## src/rtl/hack_pkg.sv

```systemverilog
// Shared sizing constants for the Hack memory hierarchy so the CPU top level
// and every memory bank pull word and address widths from one place.
package hack_pkg;

  localparam int WORD_W       = 16;
  localparam int RAM8_ADDR_W  = 3;
  localparam int RAM64_ADDR_W = 6;

endpackage

```

## src/rtl/register_n.sv

```systemverilog
// WIDTH-bit storage register with load enable and asynchronous active-low clear.
module register_n #(
  parameter int WIDTH = 16
) (
  input  logic             clk,
  input  logic             rst_n,
  input  logic             load,
  input  logic [WIDTH-1:0] d,
  output logic [WIDTH-1:0] q
);

  // Capture d when load is high; clear immediately on reset.
  always_ff @(posedge clk or negedge rst_n) begin
    if (!rst_n) begin
      q <= '0;
    end else if (load) begin
      q <= d;
    end
  end

endmodule

```

## src/rtl/ram_n.sv

```systemverilog
// Word-addressed RAM built from load-enabled registers. A one-hot decode of
// the shared address steers the write enable; a read mux selects the word.
// READ_REG=1 adds a read register so out reflects the word as it stood
// before the same edge's write (read-old-data on read-during-write).
import hack_pkg::*;

module ram_n #(
  parameter int WIDTH    = WORD_W,
  parameter int ADDR_W   = RAM8_ADDR_W,
  parameter int READ_REG = 0
) (
  input  logic              clk,
  input  logic              rst_n,
  input  logic [ADDR_W-1:0] address,
  input  logic [WIDTH-1:0]  in,
  input  logic              load,
  output logic [WIDTH-1:0]  out,
  output logic              out_valid
);

  localparam int DEPTH = 1 << ADDR_W;

  logic [DEPTH-1:0] sel;
  logic [WIDTH-1:0] words [DEPTH];
  logic [WIDTH-1:0] rd_word;

  // Decoder plus storage: exactly one word sees load, all others hold.
  for (genvar g = 0; g < DEPTH; g++) begin : g_word
    assign sel[g] = load && (address == ADDR_W'(g));

    register_n #(
      .WIDTH (WIDTH)
    ) u_reg (
      .clk   (clk),
      .rst_n (rst_n),
      .load  (sel[g]),
      .d     (in),
      .q     (words[g])
    );
  end

  // Read mux: select the addressed word; depends only on stored state and address.
  always_comb begin
    rd_word = words[address];
  end

  if (READ_REG != 0) begin : g_rd_reg
    logic [WIDTH-1:0] out_p1;
    logic             vld_p1;

    // Read stage: register the pre-write word and flag valid from the first live edge.
    always_ff @(posedge clk or negedge rst_n) begin
      if (!rst_n) begin
        out_p1 <= '0;
        vld_p1 <= 1'b0;
      end else begin
        out_p1 <= rd_word;
        vld_p1 <= 1'b1;
      end
    end

    assign out       = out_p1;
    assign out_valid = vld_p1;
  end else begin : g_rd_comb
    assign out       = rd_word;
    assign out_valid = rst_n;
  end

endmodule

```

## config.mk

```make
export PLATFORM = sky130hd
export DESIGN_NAME = ram_n
export DESIGN_NICKNAME = d
export VERILOG_FILES = /design/src/rtl/hack_pkg.sv /design/src/rtl/register_n.sv /design/src/rtl/ram_n.sv
export SDC_FILE = /design/constraint.sdc
export NUM_CORES = 1
export LEC_CHECK = 0
export ABC_AREA = 1
export CORE_MARGIN = 4
export CORE_UTILIZATION = 40
export CTS_CLUSTER_DIAMETER = 80
export DETAILED_ROUTE_END_ITERATION = 10
export GPL_ROUTABILITY_DRIVEN = 1
export PLACE_DENSITY = 0.64
export SETUP_SLACK_MARGIN = 0.5
export SLEW_MARGIN = 20
export SYNTH_ARGS = -nofsm -noshare
export SYNTH_HDL_FRONTEND = slang
export SYNTH_SLANG_ARGS = --single-unit
```

## constraint.sdc

```tcl
create_clock -name clk -period 2.48 [get_ports clk]
set_input_delay 0.744 -clock clk [delete_from_list [all_inputs] [get_ports clk]]
set_output_delay 0.744 -clock clk [all_outputs]
set_load 0.02 [all_outputs]
```

## Yosys cells after proc, flatten, opt, wreduce, memory -nomap -nowiden

Cells that the tools add are included.

- Register bits: 128
- Logic and storage cells: 29
- Input port bits: 22
- Output and inout bits: 17

- Muxes and demuxes: 3
- Bitwise gates (word level): 1
- Reduce and logical (&&, ||, !) cells: 9
- Magnitude comparators: 1
- Equality and inequality tests: 7

Operators with widths:

| operator | number |
|---|---|
| $bmux W16 S3 | 1 |
| $mux W16 | 2 |
| $eq A3 B3 Y1 const B | 4 |
| $logic_and A1 B1 Y1 | 8 |
| $eq A3 B2 Y1 const B | 2 |
| $ge A4 B4 Y1 const B | 1 |
| $not A3 Y4 | 1 |
| $eq A3 B1 Y1 const B | 1 |
| $logic_not A3 Y1 | 1 |

## Logic depth before layout (Yosys ltp)

- Depth in word-level cells: 4
- Mapped depth: 9
- Mapped depth without buffers: 7

## Cells and area by module

A second synthesis with hierarchy kept.

- Cells, all modules: 922
- Area total of the unflattened synthesis: 6,612.6 sq um

Modules (own cells, without submodules):

| module | cells each | times used | sequential area each (sq um) | area an instance (sq um) |
|---|---|---|---|---|
| register_n | 68 | 8 | 400.4 | 644.4 |
| ram_n | 378 | 1 | 0.0 | 1,457.6 |

## Least setup slack after synthesis

OpenSTA, ideal clock, no wires.

- Path type: input port to output port
- From: input port address[1]
- To: output port out[10]
- Path slack: 0.124 ns
- Required time: 1.736 ns
- Cell stages on the path: 7
- Buffers on the path: 2
- Arrival time: 1.612 ns
- Cell sequence: buf_4 > inv_2 > clkbuf_1 > nand2_1 > nand2_1 > nand2_1 > nand2_1

- Word-level cells in the longest chain between the ends: 4

Ends and longest elaborated chain:

| what | RTL line | source |
|---|---|---|
| start, declared | ram_n.sv:14 | `input logic [ADDR_W-1:0] address,` |
| $not A3 Y4 (not written as such) | ram_n.sv:44 | `rd_word = words[address];` |
| $bmux W16 S3 | ram_n.sv:44 |  |
| $mux W16 (not written as such) (2 in a row) | ram_n.sv:44 |  |
| end, declared | ram_n.sv:17 | `output logic [WIDTH-1:0] out,` |

Every way passes these cells. The select of a mux whose other input is x is not followed.

## Worst setup path after layout

- From: input port address[0]
- To: output port out[4]

The elaborated chain is that of the path after synthesis.

==> run metrics <==
max reg flops=128; busiest grt layer=met2; CP startpoint=address[0]; gpl congestion=0.7873; worst setup margin=39.41 ps; Worst Skew=0 ps; first-pass GRT wire length=26.16 mm; drt drc=0; DP Area=6793 um2; met2 global-route usage=31.27%; Max Buffers Root-to-Sink=2; # clock sinks=128; number of global-route vias before repair=5010; synth top area cells=dfrtp_1 (53%), nand2_1 (29%), o21ai_0 (10%); status=finished, final reports clean; r2r endpoint=g_word[1].u_reg.q[6]$_DFFE_PN0P_; Period Utilization, post-route=98.41%; first-pass detailed-route iteration total=5; Worst path top cell family by delay=buffers and inverters; antenna viol nets, final=0; layout cells sized above 1=16.82%; RSZ-0062 raised after global routing=yes; DRT Wirelength=16.51 mm; H-tree levels=4; Biggest register=g_word.u_reg.q; Req. time, crit path=1740 ps; Setup TNS=0 ps; Max-slew headroom=51.93%; Ys Warns=0; Worst setup EP type=primary output; total track usage=19.98%; R2R setup slack=1770 ps; Worst setup SP type=input pin; Post-Syn Instances=819; final slew viol count=0; register area share after synthesis=52.93%; leading area contributor after synthesis=dfrtp_1; antenna violations before repair=0; total number of vias=5310; slowest cell delay on critical path=160 ps; diode count=0; most used cell along the critical path=nand2_1; min-delay worst type=in2async; buffers and inverters on the worst path=4; FMAX=409.7 MHz; Worst path slowest cell=buf_16; CP Class=in2out; Critical Path, Cell by Cell=buf_16, buf_16, buf_12, nand2_1, nand2_1, nand2_1, nand2_1, nand2_2, nand2_2, buf_6; # hold bufs at CTS=0; largest net degree at the start of global routing=129; Worst-Margin Slew=721.0 ps; Cell variety after synth=15; Post-Syn Area=6052 um2; Largest regs=g_word.u_reg.q (128); Vias/cell=4.963; Core ar.=14700 um2; IO Pins=39; final design area excluding fillers=7765 um2; Clock Pin Slew Worst Setup and Hold Paths=50 ps; Net count, final=895; synthesized area per cell=7.390 um2; total CTS buffers=17; gr ovfl total=0; DRT iter0 DRCs=509; Yosys top cell area share=52.93%; Crit Path Max Fanout=5; end of the critical path=out[4]; DP HPWL=9.962 mm; met1 GRT Util=27.58%; Max Cap Viol=0; cells on worst reg2reg path=2; clock root buffer=clkbuf_16; area grow syn2layout=28.30%; effective utilization at floorplan=41.17%; CP arrival=1700 ps; Reg-to-Reg Start=g_word[1].u_reg.q[6]$_DFFE_PN0P_; synthesized net count=841; clock latency on the worst-skew pair=420 ps; chip height=131.0 um; DR WL/cell=15.43 um; CTS tree=yes; setup violators final=0; leakage=0.004038 uW; die area=17160 um2; Seq cells post-synth=128; met3 Use GR=4.634%; Final Hold Viols=0; min Tclk post-route=2441 ps; std cell rows=44; Critical Path Stages=10; pre-CTS setup slack=-741.9 ps; peak supply drop=0.5047 mV; Die Wd=131.0 um; I/O Buffers=38; Power Density=807.9 nW/um2
kinds of logic after synthesis:
kind of cell	after synthesis	share of synthesized area, %
flip-flops	128	52.93
AND/OR/NAND/NOR	477	30.06
AO/OA/AOI/OAI	128	10.59
buffers and inverters	86	6.430
layout make-up:
type	instances	area [um2]
well taps	184	230.2
repair inverters	1	16.27
clock inverters	5	52.55
repair buffers	83	997.2
clock buffers	27	503.0
fillers	1400	6934
flip-flops and latches	128	3203
inverters	37	167.7
multi-input cells	605	2595
through the flow:
stage	util, %	total power (uW)	cells	hold slack (ps)
CTS	50.75	6222	1063	485.9
finish	52.83	6274	1070	479.5
global route	52.83	6639	1070	496.0
detailed placement	46.21	3828	1025	473.0
global placement	46.21	3800	1025	465.2
floorplan	-	3432	819	448.4
worst register-to-register path: stages (launching register included):
cell	delay [ps]
dfrtp_1	420
nand2_1	80
o21ai_0	90
routing by layer:
metal  routed length, um  vias up
li1                    -     2639
met1                7816     2523
met2                7705      133
met3                 818       15
met4                 169        0
met5                   0        -
cells in the mapped netlist:
cell type	number
inv_1	35
o21ai_1	4
clkbuf_1	17
buf_4	12
inv_2	2
buf_2	17
buf_1	3
dfrtp_1	128
nand2_2	1
nand3_2	1
nor2_1	3
nor2_4	1
o21ai_0	124
nand2_1	470
nor3_4	1
repair_timing:
action | in CTS | in global routing
pin swaps | 2 | 45
setup endpoints to repair | 23 | 16
resized for setup | 109 | 51
gates cloned | 2 | 6
buffers inserted | 4 | 1
cell usage in the layout, fill, tap and decap left out, drive strengths merged:
cell type / Yosys / final
nor3: 1 / 1
bufinv: 0 / 1
dfrtp: 128 / 128
dlygate4sd2: 0 / 1
nand2: 471 / 471
buf: 32 / 59
clkinvlp: 0 / 1
clkinv: 0 / 4
inv: 37 / 37
clkdlybuf4s15: 0 / 1
o21ai: 128 / 128
nand3: 1 / 1
clkdlybuf4s50: 0 / 17
clkbuf: 17 / 32
nor2: 4 / 4
power by group:
part | internal (uW) | leakage [uW] | switching (uW)
logic | 516 | 0.00216 | 693
registers | 2490 | 0.00160 | 216
clock network | 1480 | 0.000271 | 881
worst min path at each step:
stage / to / slack (ps) / from
final: g_word[5].u_reg.q[5]$_DFFE_PN0P_ / 480 / rst_n
after global routing: g_word[3].u_reg.q[3]$_DFFE_PN0P_ / 500 / g_word[3].u_reg.q[3]$_DFFE_PN0P_
after CTS: g_word[5].u_reg.q[11]$_DFFE_PN0P_ / 490 / g_word[5].u_reg.q[11]$_DFFE_PN0P_
after detailed placement: g_word[5].u_reg.q[11]$_DFFE_PN0P_ / 470 / g_word[5].u_reg.q[11]$_DFFE_PN0P_
after global placement: g_word[3].u_reg.q[14]$_DFFE_PN0P_ / 470 / g_word[3].u_reg.q[14]$_DFFE_PN0P_
after floorplan: g_word[0].u_reg.q[0]$_DFFE_PN0P_ / 450 / rst_n
Note: power is estimated with default switching activity, not from simulation.
==> edit 1: new RTL, same flow settings <==
Reset style: synchronous (`rst_n`), changed in 2 clocked blocks. Comments in the files are not updated.
--- a/src/rtl/register_n.sv
+++ b/src/rtl/register_n.sv
@@ -10,7 +10,7 @@
 );
 
   // Capture d when load is high; clear immediately on reset.
-  always_ff @(posedge clk or negedge rst_n) begin
+  always_ff @(posedge clk) begin
     if (!rst_n) begin
       q <= '0;
     end else if (load) begin
--- a/src/rtl/ram_n.sv
+++ b/src/rtl/ram_n.sv
@@ -49,7 +49,7 @@
     logic             vld_p1;
 
     // Read stage: register the pre-write word and flag valid from the first live edge.
-    always_ff @(posedge clk or negedge rst_n) begin
+    always_ff @(posedge clk) begin
       if (!rst_n) begin
         out_p1 <= '0;
         vld_p1 <= 1'b0;
Function: differs if rst_n is asserted again (counterexample within 4 cycles, from zero or initial values and one cycle with rst_n low); with rst_n held inactive, the same outputs for 4 cycles.
==> edit 1 against the unedited design <==
Utilization fell by 0.15 points. Final area shrank 4.4%. Final cell count is 9.0% higher. Critical endpoint is now out[0]. Critical path type unchanged. Synthesized area fell by 3.6%. Worst setup slack better by 0.048 ns. Routed wire length increased by 4.0%. Via count increased by 7.0%. Sequential cell count is the same.
Power is not compared: it rests on default switching activity, and its combinational part moved more than twofold at a synthesized area within 25%.
==> edit 1: results (changes against the unedited design) <==
| Metric | Value |
|---|---|
| Outcome | `completed` |
| First-pass GRT wire length | `27,880 µm (+6.5%)` |
| Worst Path Arrival | `1.65 ns (-0.05 ns)` |
| Die area | `16,580 µm² (-3.4%)` |
| DRT Wirelength | `17,170 µm (+4.0%)` |
| Synth area leaders | `dfxtp_1 (44%), nand2_1 (22%), nor2_1 (17%)` |
| Initial DRC Count | `500 (-1.8%)` |
| Via count | `5,682 (+7.0%)` |
| Net Sw Frac | `23.75%` |
| Share of cells above drive strength 1 | `12.68% (-4.1 points)` |
| Routability Congestion | `0.8351 (+6.1%)` |
| Slew @ Worst Pin | `1.092 ns (+0.3712 ns)` |
| R2R Setup Slk | `1.82 ns (+0.05 ns)` |
| Synth warn | `0 (unchanged)` |
| Port bufs | `38 (unchanged)` |
| Post-DP HPWL | `10,890 µm (+9.3%)` |
| Biggest regs | `g_word.u_reg.q x128` |
| CTS root buf | `clkbuf_16` |
| Clock-pin slew on the worst setup and hold paths | `0.05 ns (about the same)` |
| TritonRoute pass-1 iters | `5 (unchanged)` |
| Fin nets | `997 (+11%)` |
| Antenna violations before repair | `0 (unchanged)` |
| Filler Cell Count | `1,440 (+2.9%)` |
| Commonest cells in the netlist | `nand2_1 (340), nor2_1 (259), dfxtp_1 (128)` |
| Hold EP | `g_word[1].u_reg.q[15]$_SDFFE_PN0P_` |
| Post-Syn Nets | `953 (+13%)` |
| Post-synthesis cell type count | `15 (unchanged)` |
| GRT Util Overall | `21.64% (+1.7 points)` |
| VDD IR max | `0.4559 mV` |
| WHS Path Cells | `2` |
| Critical R2R Launch | `g_word[7].u_reg.q[12]$_SDFFE_PN0P_` |
| Setup slack after placement | `-0.7421 ns (-0.0001770 ns)` |
| Vias in the first global route | `5,196 (+3.7%)` |
| DRT antenna net count | `0 (unchanged)` |
| Top cell type's share of synthesized area | `43.92% (-9.0 points)` |
| Hold WS | `0.4785 ns (-0.001044 ns)` |
| Largest net degree at the start of global routing | `129 (unchanged)` |
| Peak fanout along the critical path | `7 (+2)` |
| Total CTS buffers | `17 (unchanged)` |
| Top_reg_cell synth | `dfxtp_1` |
| FF-to-FF path depth | `2 (unchanged)` |
| Hold Crit Class | `reg2reg` |
| Seq/Total Area, Yosys | `43.92% (-9.0 points)` |
| Lkg Pwr | `0.003376 µW` |
| ANT cells | `0 (unchanged)` |
| Final clock skew | `0 ns (unchanged)` |
| Worst r2r dst | `g_word[7].u_reg.q[12]$_SDFFE_PN0P_` |
| Ys async rst share | `0% (-100 points)` |
| Worst-Skew Late Latency | `0.42 ns (about the same)` |
| Clock tree buffer depth | `2 (unchanged)` |
| CTS H-tree lvls | `4 (unchanged)` |
| HP Start | `g_word[1].u_reg.q[15]$_SDFFE_PN0P_` |
==> edit 1: logic make-up (layout without fill, tap and decap cells) <==
kind of cell	Yosys count	in the layout	share of synthesized area (%)
buf+inv	69	124	5.554
compound gates	128	128	10.98
flops	128	128	43.92
simple gates	606	606	39.55
==> edit 1: stage by stage <==
step / power [µW] / cells / instance area [µm²] / setup TNS, ns / utilization (%)
floorplan: 2530 / 931 / 6028 / 0 / -
global placement: 2727 / 1128 / 6619 / -11.11 / 46.96
detailed placement: 2729 / 1128 / 6619 / -11.33 / 46.96
CTS: 5241 / 1164 / 7363 / 0 / 52.24
global route: 5412 / 1166 / 7425 / 0 / 52.67
finish: 5215 / 1166 / 7425 / 0 / 52.67
==> edit 1: worst max-delay path, cell delays in order <==
cell	delay (ns)
buf_16	0.15
inv_16	0.10
clkbuf_16	0.15
nand2_1	0.05
nand2_1	0.07
nand2_1	0.05
nand2_1	0.07
nand2_2	0.07
nand2_2	0.06
buf_4	0.13
==> edit 1: power groups by stage <==
stage | combinational [µW] | clock (µW) | sequential, µW
2_1_floorplan | 330 | 0 | 2200
4_1_cts | 561 | 2520 | 2160
3_5_place_dp | 522 | 0 | 2210
5_1_grt | 633 | 2610 | 2170
6_report | 573 | 2480 | 2160
3_3_place_gp | 521 | 0 | 2210
==> edit 1: how the worst max path moves through the flow <==
stage | start | end | slack (ns) | cells past startpoint
6_report | address[0] | out[0] | 0.09 | 10
5_1_grt | address[0] | out[10] | 0.01 | 10
4_1_cts | address[0] | out[2] | 0.09 | 10
3_5_place_dp | address[1] | out[7] | -0.74 | 9
3_3_place_gp | address[1] | out[14] | -0.73 | 9
2_1_floorplan | address[0] | out[14] | 0.37 | 9
==> edit 1: timing repair <==
action | 4_1_cts | 5_1_grt
endpoints found under the setup margin | 25 | 16
cloned | 4 | 2
hold buffers | 0 | 0
pin swaps | 8 | 4
resized for setup | 115 | 4
setup buffers | 2 | 0
==> edit 1: layer usage <==
| metal | vias to the layer above | global-route usage [%] | part of all wire, % |
|---|---|---|---|
| met4 | 0 | 8.277 | 2.3 |
| met2 | 135 | 34.09 | 46 |
| li1 | 2971 | - | - |
| met1 | 2547 | 29.38 | 47 |
| met5 | - | 0 | 0 |
| met3 | 29 | 4.193 | 4.4 |
==> edit 1: layout make-up <==
cell class | instances | area share (%)
multi-input cells | 734 | 40.44
flip-flops and latches | 128 | 34.51
repair buffers | 79 | 12.98
clock buffers | 23 | 6.303
well taps | 180 | 3.033
clock inverters | 7 | 1.483
inverters | 14 | 1.095
repair inverters | 1 | 0.1517
==> edit 2: new RTL, config.mk and constraints unchanged <==
Made on the original files. The parameter `READ_REG` goes from 0 to 1.
--- a/src/rtl/ram_n.sv
+++ b/src/rtl/ram_n.sv
@@ -7,7 +7,7 @@
 module ram_n #(
   parameter int WIDTH    = WORD_W,
   parameter int ADDR_W   = RAM8_ADDR_W,
-  parameter int READ_REG = 0
+  parameter int READ_REG = 1
 ) (
   input  logic              clk,
   input  logic              rst_n,
Function: changed (Yosys sat finds a counterexample within 4 cycles, from zero or initial values and one cycle with rst_n low).
==> edit 2 against the unedited design <==
Sequential power increased by 12%. Final cell count increased by 3.1%. Routed wire length decreased by 4.5%. Maximum frequency increased by 29%. Final area decreased by 1.1%. Total power increased by 2.9%. Worst setup slack improved by 0.55 ns. Count of clock-buffer cells in the layout decreased by 8. Non-clock buffer count decreased by 16. Sequential cell count increased by 17. Synthesized area increased by 6.2%. Via count decreased by 0.98%. Critical path type is now reg2out.
==> edit 2: results (changes against the unedited design) <==
| Metric | Value |
|---|---|
| Mux cell area share after synthesis | `0% (unchanged)` |
| Filler Cell Count | `1,559 (+11%)` |
| Routability Congestion | `0.8229 (+4.5%)` |
| Peak fanout along the critical path | `1 (-4)` |
| Post-DR wirelength/cell | `14.29 µm (-7.4%)` |
| Port bufs | `38 (unchanged)` |
| Ys async rst share | `100.0% (unchanged)` |
| VDD IR max | `0.6991 mV (+39%)` |
| CP peak stage delay | `0.39 ns (+0.23 ns)` |
| Slowest-stage cell, CP | `dfrtp_1` |
| Delay-heaviest family, CP | `flip-flops` |
| Share of cells above drive strength 1 | `7.441% (-9.4 points)` |
| Lkg Pwr | `0.004077 µW (+0.97%)` |
| Commonest cells in the netlist | `nand2_1 (471), dfrtp_1 (145), o21ai_0 (128)` |
| Post-CTS sizing | `17 (-84%)` |
| Via count | `5,258 (-0.98%)` |
| Final instance area | `7681 µm² (-1.1%)` |
| Initial DRC Count | `402 (-21%)` |
| Total CTS buffers | `17 (unchanged)` |
| # Post-CTS Setup Buffers | `0 (-4)` |
| Post-synthesis compound-gate area fraction | `9.967% (-0.62 points)` |
| Vias in the first global route | `5,052 (+0.84%)` |
| Final clock skew | `0.006921 ns (+0.006921 ns)` |
| Hold Crit Class | `in2async` |
| ANT cells | `0 (unchanged)` |
| Worst-Skew Late Latency | `0.42 ns (about the same)` |
| TritonRoute pass-1 iters | `5 (unchanged)` |
| Post-synthesis cell type count | `14 (-1)` |
| Synth warn | `0 (unchanged)` |
| Post-Syn Nets | `858 (+2.0%)` |
| Critical R2R Launch | `g_word[1].u_reg.q[11]$_DFFE_PN0P_` |
| Power Internal | `4612 µW (+2.9%)` |
| Fin nets | `896 (+0.11%)` |
| Post-DP HPWL | `10,040 µm (+0.73%)` |
| Outcome | `completed` |
| First-pass GRT wire length | `26,460 µm (+1.1%)` |
| FF-to-FF path depth | `6 (+4)` |
| Synth area leaders | `dfrtp_1 (56%), nand2_1 (28%), o21ai_0 (10%)` |
| Start point of the critical path | `out[12]$_DFF_PN0_` |
| GRT Util Overall | `18.68% (-1.3 points)` |
| Largest net degree at the start of global routing | `53 (-59%)` |
| Worst Path Arrival | `1.15 ns (-0.55 ns)` |
| Antenna violations before repair | `0 (unchanged)` |
| Dpl cell area | `7146 µm² (+5.2%)` |
| Post-Synth Adder-Cell Area | `0% (unchanged)` |
| Seq/Total Area, Yosys | `56.45% (+3.5 points)` |
-- edit 2: layout make-up --
class	instances	share of cell area (%)
multi-input combinational	606	31.91
tap	216	3.518
clock buffer	19	5.766
inverter	37	1.808
sequential	145	47.24
clock inverter	13	1.482
timing repair buffer	67	8.275
-- edit 2: kinds of logic (layout without fill, tap and decap cells) --
group	Yosys count	after routing
buf+inv	85	136
compound gates	128	128
flops	145	145
other cells	1	1
simple gates	477	477
-- edit 2: path summary, 6_finish.rpt --
| check | end | slack (ns) |
|---|---|---|
| min reg2reg | g_word[3].u_reg.q[7]$_DFFE_PN0P_ | 0.48 |
| max | out[12] | 0.59 |
| min in group clk | g_word[3].u_reg.q[7]$_DFFE_PN0P_ | 0.48 |
| max in group asynchronous | g_word[7].u_reg.q[7]$_DFFE_PN0P_ | 1.69 |
| min | g_word[1].u_reg.q[4]$_DFFE_PN0P_ | 0.19 |
| max reg2reg | out[11]$_DFF_PN0_ | 1.58 |
-- edit 2: routing by layer --
layer  global-route usage (%)  vias up  part of all wire, %
met5                        0        -                    0
met2                    28.21      118                   45
met3                    4.844       25                  4.5
met4                    6.391        0                  1.8
met1                    26.28     2459                   49
li1                         -     2656                    -
-- edit 2: power by group through the flow --
stage | Sequential, µW | Combinational, µW | Clock (µW)
after floorplan | 3070 | 644 | 0
after global placement | 3060 | 1040 | 0
after detailed placement | 3060 | 1070 | 0
after CTS | 3020 | 1040 | 2450
after global routing | 3080 | 1200 | 2590
final | 3020 | 1030 | 2410
-- edit 2: metrics by stage --
step           setup WS (ns)  hold slack [ns]  cells
2_1_floorplan         0.8379           0.4484    836
3_3_place_gp          0.2783           0.4651   1071
3_5_place_dp          0.2520           0.4729   1071
4_1_cts               0.5748           0.1831   1103
5_1_grt               0.5500           0.1873   1103
6_report              0.5887           0.1887   1103
